[src/rtl/pingpong_unbuffer_pkg.sv]
// Shared constants for the row serializer and the row-parallel stages around it.
package pingpong_unbuffer_pkg;

   localparam int ROW_LEN = 8;
   localparam int IDX_W   = 3;

   localparam logic [IDX_W-1:0] LAST_IDX = IDX_W'(ROW_LEN - 1);

   // Source of a shifter load on an edge where the shifter is free.
   typedef enum logic [1:0] {
      LOAD_NONE = 2'd0,
      LOAD_HOLD = 2'd1,
      LOAD_IN   = 2'd2
   } load_sel_e;

endpackage

[src/rtl/pingpong_unbuffer_vdffe.sv]
// Enable flip-flop with synchronous active-low clear, used for every buffered word.
module vdffe #(
   parameter int WIDTH = 8
) (
   input  logic             clk,
   input  logic             rst,
   input  logic             en,
   input  logic [WIDTH-1:0] d,
   output logic [WIDTH-1:0] q
);

   always_ff @(posedge clk) begin
      if (!rst) begin
         q <= '0;
      end else if (en) begin
         q <= d;
      end
   end

endmodule

[src/rtl/pingpong_unbuffer.sv]
// Row serializer: accepts an 8-pixel row in one cycle, emits pixel 0 first,
// double-buffered by a holding register in front of the shift register.
module pingpong_unbuffer
   import pingpong_unbuffer_pkg::*;
#(
   parameter int WIDTH = 8
) (
   input  logic                            clk,
   input  logic                            rst,
   input  logic                            in_valid,
   output logic                            in_ready,
   input  logic [ROW_LEN-1:0][WIDTH-1:0]   in,
   output logic                            out_valid,
   input  logic                            out_ready,
   output logic [WIDTH-1:0]                out,
   output logic                            out_last
);

   // Handshake: a transfer happens on a rising edge where valid && ready.
   // in_ready is pure register state (!hold_full), so there is no
   // combinational path from out_ready to in_ready; out_valid/out/out_last
   // stay stable while out_valid=1 and out_ready=0.

   logic                          busy;
   logic                          hold_full;
   logic [IDX_W-1:0]              idx;
   logic [ROW_LEN-1:0][WIDTH-1:0] shreg;
   logic [ROW_LEN-1:0][WIDTH-1:0] hold;
   logic [ROW_LEN-1:0][WIDTH-1:0] sh_d;

   logic      acc;
   logic      pop;
   logic      last_pop;
   logic      free;
   logic      hold_we;
   logic      sh_en;
   load_sel_e load_sel;

   assign acc      = in_valid && in_ready;
   assign pop      = out_valid && out_ready;
   assign last_pop = pop && (idx == LAST_IDX);
   // The shifter is empty after this edge unless something is loaded into it.
   assign free     = !busy || last_pop;

   always_comb begin
      load_sel = LOAD_NONE;
      if (free) begin
         if (hold_full) begin
            load_sel = LOAD_HOLD;
         end else if (acc) begin
            load_sel = LOAD_IN;
         end
      end
   end

   // An accepted row that does not bypass straight into the shifter is parked.
   assign hold_we = acc && (load_sel != LOAD_IN);
   assign sh_en   = pop || (load_sel != LOAD_NONE);

   always_comb begin
      sh_d = {shreg[ROW_LEN-1], shreg[ROW_LEN-1:1]};
      case (load_sel)
         LOAD_HOLD: sh_d = hold;
         LOAD_IN:   sh_d = in;
         default:   sh_d = {shreg[ROW_LEN-1], shreg[ROW_LEN-1:1]};
      endcase
   end

   vdffe #(
      .WIDTH(ROW_LEN * WIDTH)
   ) u_hold (
      .clk (clk),
      .rst (rst),
      .en  (hold_we),
      .d   (in),
      .q   (hold)
   );

   for (genvar i = 0; i < ROW_LEN; i++) begin : g_shreg
      vdffe #(
         .WIDTH(WIDTH)
      ) u_elem (
         .clk (clk),
         .rst (rst),
         .en  (sh_en),
         .d   (sh_d[i]),
         .q   (shreg[i])
      );
   end

   always_ff @(posedge clk) begin
      if (!rst) begin
         busy      <= 1'b0;
         hold_full <= 1'b0;
         idx       <= '0;
      end else begin
         if (free) begin
            busy <= (load_sel != LOAD_NONE);
            idx  <= '0;
         end else if (pop) begin
            idx <= idx + 1'b1;
         end

         if (hold_we) begin
            hold_full <= 1'b1;
         end else if (load_sel == LOAD_HOLD) begin
            hold_full <= 1'b0;
         end
      end
   end

   assign out       = shreg[0];
   assign out_valid = busy;
   assign out_last  = busy && (idx == LAST_IDX);
   assign in_ready  = !hold_full;

endmodule

[config.mk]
export PLATFORM = sky130hd
export DESIGN_NAME = pingpong_unbuffer
export DESIGN_NICKNAME = d
export VERILOG_FILES = /design/src/rtl/pingpong_unbuffer_pkg.sv /design/src/rtl/pingpong_unbuffer_vdffe.sv /design/src/rtl/pingpong_unbuffer.sv
export SDC_FILE = /design/constraint.sdc
export NUM_CORES = 1
export LEC_CHECK = 0
export ABC_AREA = 1
export CORE_MARGIN = 2
export CORE_UTILIZATION = 56
export CTS_BUF_LIST = sky130_fd_sc_hd__clkbuf_16
export CTS_CLUSTER_SIZE = 10
export DETAILED_ROUTE_END_ITERATION = 10
export GPL_TIMING_DRIVEN = 0
export HOLD_SLACK_MARGIN = 0.1
export PLACE_DENSITY = 0.83
export SLEW_MARGIN = 20
export SYNTH_ARGS = -nofsm -noshare
export SYNTH_HDL_FRONTEND = slang
export SYNTH_SLANG_ARGS = --single-unit
[constraint.sdc]
create_clock -name clk -period 2.1 [get_ports clk]
set_input_delay 0.315 -clock clk [delete_from_list [all_inputs] [get_ports clk]]
set_output_delay 0.315 -clock clk [all_outputs]
set_load 0.03 [all_outputs]
---- Word-level counts from Yosys, hierarchy flattened ----
Cells that the tools add are included.
cells by class
  mux-type cells .......................... 6
  equality and inequality tests ........... 4
  $add $sub $neg .......................... 1
  bitwise gates (word level) .............. 1
  reduce and logical (&&, ||, !) cells .... 14
operator list
  kind                                                  count
  case mux 64 bit (2 select lines)                      1
  2-to-1 mux 2 bit                                      3
  nonzero test 2 bit                                    3
  logical AND 1 bit                                     5
  adder 3 x 1 -> 3 bit (second input constant)          1
  equality test 3 bit (second input constant)           1
  equality test 2 x 1 -> 1 bit (second input constant)  1
  equality test 2 bit (second input constant)           1
  logical NOT 1 bit                                     2
  logical OR 1 bit                                      2
  2-to-1 mux 1 bit                                      2
  inequality test 2 bit (second input constant)         1
  AND reduction 2 bit                                   1
  OR reduction 2 bit                                    1
  inverter 1 bit                                        1
storage, ports and cells
  register bits ........................... 133
  bits of input ports ..................... 68

---- Longest topological paths before layout ----
  word-level depth ........................ 8
  depth in mapped cells ................... 11
  depth with buffers taken out ............ 9

---- By module ----
A second synthesis with hierarchy kept.
unflattened totals
  cell total of the unflattened synthesis .. 1,126
  area total of the unflattened synthesis .. 7,085.5 µm²
by module, submodules not included
  module                         cells each  times used  area an instance (µm²)
  vdffe (g_shreg[0].u_elem ...)  51          8           356.6
  vdffe (u_hold)                 405         1           2,670.1
  pingpong_unbuffer              313         1           1,562.7

---- Least setup slack after synthesis ----
No wires, ideal clock.
  kind .................................... reg-to-reg
  start ................................... reg idx[0]
  end ..................................... reg u_hold.q[10]
  library setup time ...................... 0.116 ns
  period minus slack after synthesis ...... 1.543 ns
  path buffers ............................ 2
  slack ................................... 0.557 ns
  stages on the path, launching flop included .. 11
  arrival ................................. 1.427 ns
  cells stage by stage .................... dfxtp_1 -> ha_1 -> ha_1 -> nand2_1 -> nand2_2 -> inv_2 -> nand2_1 -> buf_4 -> buf_2 -> o21ai_0 -> nor2_1
between the ends
  word-level cells in the longest chain between the ends .. 6
RTL lines
  what                    RTL line                       RTL
  from (decl)             pingpong_unbuffer.sv:26        logic [IDX_W-1:0] idx;
  from (signal assigned)  pingpong_unbuffer.sv:101       idx <= idx + 1'b1;
  equality test 3 bit     pingpong_unbuffer.sv:41        assign last_pop = pop && (idx == LAST_IDX);
  logical AND 1 bit       pingpong_unbuffer.sv:41
  logical OR 1 bit        pingpong_unbuffer.sv:43        assign free = !busy || last_pop;
  2-to-1 mux 2 bit        pingpong_unbuffer.sv:47        if (free) begin
  inequality test 2 bit   pingpong_unbuffer.sv:57        assign hold_we = acc && (load_sel != LOAD_IN);
  logical AND 1 bit       pingpong_unbuffer.sv:57
  to (signal assigned)    pingpong_unbuffer_vdffe.sv:14  q <= '0;
  to (signal assigned)    pingpong_unbuffer_vdffe.sv:16  q <= d;
  to (decl)               pingpong_unbuffer_vdffe.sv:9   output logic [WIDTH-1:0] q
No other way between the ends.
A chain may end at the register's enable or synchronous reset.

---- Worst setup path after layout ----
  start ................................... reg idx[0]
  end ..................................... reg g_shreg[0].u_elem.q[5]
between the ends
  word-level cells in the longest chain between the ends .. 6
  elaborated cells between the ends (all ways) .. 9
  those cells by class .................... eq/ne (3); mux (2); reduce/logical (4)
RTL lines
  what                                                                         RTL line                                          RTL
  equality test 3 bit *                                                        pingpong_unbuffer.sv:41
  logical AND 1 bit *                                                          pingpong_unbuffer.sv:41
  logical OR 1 bit *                                                           pingpong_unbuffer.sv:43
  2-to-1 mux 2 bit *                                                           pingpong_unbuffer.sv:47
  equality test 2 bit (tied with other cells)                                  pingpong_unbuffer.sv:62                           case (load_sel)
  case mux 64 bit (2 select lines) / logical OR 1 bit (equally long branches)  pingpong_unbuffer.sv:62, pingpong_unbuffer.sv:58
  to (signal assigned)                                                         pingpong_unbuffer_vdffe.sv:14
  to (signal assigned)                                                         pingpong_unbuffer_vdffe.sv:16
  to (decl)                                                                    pingpong_unbuffer_vdffe.sv:9
Every way passes the cells marked *; elsewhere a longest branch is shown, timed or not.

==> summary.txt <==
Initial Util -> 0.568
status -> finished clean
Worst path most repeated cell -> nand2_1
Die Wd -> 111 microns
Int Pwr -> 4.95 mW
Ports -> 79
Worst slew margin -> 0.555
Post-Synthesis Cells -> 977
post-route design area -> 7900 sq um
Sink Count -> 133
WS Path Type -> flop to flop
crit path max fanout -> 10
max incr delay on CP -> 0.43 ns
CP top delay family -> simple AND/OR/NAND/NOR gates
H-Tree Level Count -> 4
vias in the first global route -> 6,136
Max Cap Violations -> 0
core outline area -> 11,300 sq um
sw frac -> 0.301
pin count of the biggest net entering global routing -> 17
Combinational Power Share -> 0.212
Worst Hold Class -> primary input to flop
mean post-synth cell area -> 6.58 sq um
# DRC -> 0
RSZ-0062 raised after global routing -> false
Vias -> 6,682
Vias/cell -> 5.44
Cell Area, Synth -> 6430 sq um
VDD IR-drop max -> 0.858 mV
CP arrival -> 2.29 ns
Num CTS Buffers -> 17
flops & latches, synth -> 133
Clk Latency, worst-skew pair -> 0.42 ns
Setup violations, final -> 0
die height -> 111 microns
Final Hold Vio Count -> 0
Peak Freq -> 0.519 GHz
min Tclk post-route -> 1.93 ns
Cell Chain, Critical Path -> ha_1, ha_1, nand2_1, nand2_2, nand2_2, clkbuf_1, nand2_1, nand2_1, nor2_1, nor2_1
sequential area share after synthesis -> 0.414
Setup TNS -> 0 ns
post-route ant nets -> 0
WP data required -> 2.46 ns
worst slew pin tran -> 0.668 ns
Slowest cell on crit path -> clkbuf_1
Nets -> 1,143
total gr overflow -> 0
Tot GR Track Use -> 0.311
DR pass1 iterations -> 6
Unique masters post-synth -> 18
Sw Pwr -> 2.13 mW
wire length per cell -> 15.5 microns
num rows -> 39
dpl cell area -> 7380 sq um
CTS Root Cell -> clkbuf_16
post-synthesis net count -> 1,047
final max-slew violation count -> 0
I/O Buffers -> 77
Fin Clk Skew -> 0.00651 ns
layout cell share with drive strength beyond 1 -> 0.0773
GPL Wtd Cong -> 0.873
Max clock buf depth -> 2
Crit. End Element -> flop
Pwr per Cell Area -> 896 nW/um^2
hpwl dp -> 13,000 microns
part of the cycle the worst path needs -> 0.917
Critical Path Source Type -> flop
initial DRC count -> 768
die area -> 12,400 sq um
clock power share -> 0.377
Buffers & Inverters on Critical Path -> 1
TritonCTS clock tree -> yes
register share of total power -> 0.410
area growth from synthesis to layout -> 22.9%
Setup Fix Bufs, Post-CTS -> 0
n_diodes -> 0
Clock transition at path regs -> 0.06 ns
Syn. warnings -> 0
first-pass GRT wire length -> 30,600 microns
Final Routed Wirelength -> 19,000 microns
Leak Pwr -> 3.66 nW
initial antenna violation count -> 0
-- Yosys cell counts --
| cell | n | area [sq um] |
|---|---|---|
| ha_1 | 2 | 25.0 |
| nand3b_1 | 56 | 420 |
| dfxtp_1 | 133 | 2660 |
| nand3_1 | 136 | 681 |
| xor2_1 | 1 | 8.76 |
| nor2_1 | 243 | 912 |
| o21ai_1 | 12 | 60.1 |
| a21oi_1 | 2 | 10.0 |
| buf_4 | 3 | 22.5 |
| nand2_2 | 2 | 12.5 |
| buf_6 | 5 | 56.3 |
| o21ai_0 | 52 | 260 |
| inv_2 | 2 | 7.51 |
| inv_1 | 12 | 45.0 |
| buf_2 | 47 | 235 |
| nand2_1 | 245 | 920 |
| clkbuf_1 | 15 | 56.3 |
| buf_1 | 9 | 33.8 |
-- placed cells by master, fill, tap and decap left out --
cell | netlist | layout
dfxtp_1 | 133 | 133
bufinv_16 | 0 | 1
inv_1 | 12 | 15
clkinv_2 | 0 | 4
clkdlybuf4s50_1 | 0 | 76
clkinv_4 | 0 | 1
buf_2 | 47 | 47
nor2_1 | 243 | 243
nand3b_1 | 56 | 56
clkbuf_16 | 0 | 17
a21oi_1 | 2 | 2
buf_6 | 5 | 5
nand2_2 | 2 | 2
xor2_1 | 1 | 1
nand2_1 | 245 | 245
o21ai_0 | 52 | 52
clkinv_1 | 0 | 4
inv_2 | 2 | 2
ha_1 | 2 | 2
dlygate4sd2_1 | 0 | 1
buf_4 | 3 | 3
clkbuf_1 | 15 | 15
clkinvlp_4 | 0 | 2
buf_1 | 9 | 9
o21ai_1 | 12 | 12
nand3_1 | 136 | 136
-- per-stage QoR --
| step | setup slack [ns] | instances | util | power (mW) | hold WS [ns] |
|---|---|---|---|---|---|
| finish | 0.174 | 1229 | 0.698 | 7.08 | 0.329 |
| global placement | 0.199 | 1197 | 0.652 | 4.39 | 0.454 |
| floorplan | 0.557 | 977 | - | 3.91 | 0.445 |
| CTS | 0.195 | 1229 | 0.698 | 7.05 | 0.307 |
| global route | 0.106 | 1229 | 0.698 | 7.39 | 0.359 |
| detailed placement | 0.180 | 1197 | 0.652 | 4.41 | 0.467 |
-- power by group through the flow --
stage | Clock, mW | Combinational (mW) | Sequential (mW)
final | 2.67 | 1.50 | 2.90
after CTS | 2.68 | 1.48 | 2.90
after global routing | 2.81 | 1.66 | 2.93
after detailed placement | 0 | 1.46 | 2.95
after floorplan | 0 | 0.956 | 2.95
after global placement | 0 | 1.44 | 2.94
-- logic make-up (layout without fill, tap and decap cells) --
kind of cell    count (synthesis)  in the layout  share of synthesized area
compound gates                 66             66                     0.0514
xor+xnor                        1              1                    0.00136
buf+inv                        93            202                     0.0710
fa+ha+maj                       2              2                    0.00389
simple gates                  682            682                      0.458
flops                         133            133                      0.414
-- path summary, 6_finish.rpt --
kind	from	endpoint	slack, ns	cells past startpoint
worst min-delay path	rst	u_hold.q[10]	0.33	3
worst max-delay path	idx[0]	g_shreg[0].u_elem.q[5]	0.17	10
worst min register to register	idx[1]	idx[1]	0.47	2
worst max register to register	idx[0]	g_shreg[0].u_elem.q[5]	0.17	10
-- flip-flops by register name, indices dropped and copies added (netlist names) --
register          flops
g_shreg.u_elem.q     64
hold_full             1
idx                   3
out_valid             1
u_hold.q             64
-- layout make-up --
cell class | instances | area (sq um)
tap | 143 | 179
multi-input combinational | 751 | 3310
timing repair buffer | 77 | 769
inverter | 14 | 52.6
clock buffer | 17 | 425
clock inverter | 15 | 100
buffer | 79 | 404
sequential | 133 | 2660
fill | 1000 | 3420
-- worst register-to-register path, cell delays in order (launching register included) --
cell and delay, ns:
dfxtp_1 0.32, ha_1 0.20, ha_1 0.19, nand2_1 0.07, nand2_2 0.09, nand2_2 0.13, clkbuf_1 0.43, nand2_1 0.20
nand2_1 0.11, nor2_1 0.05, nor2_1 0.07
-- layer usage --
layer | vias up | part of all wire | global-route usage
li1 | 3325 | - | -
met1 | 3009 | 0.42 | 0.405
met2 | 303 | 0.47 | 0.508
met3 | 45 | 0.085 | 0.0618
met4 | 0 | 0.026 | 0.125
met5 | - | 0 | 0
-- what timing repair did --
item	4_1_cts	5_1_grt
hold buffers	0	0
endpoints found under the setup margin	1	0
resized for setup	1	0
Note: power is estimated with default switching activity, not from simulation.
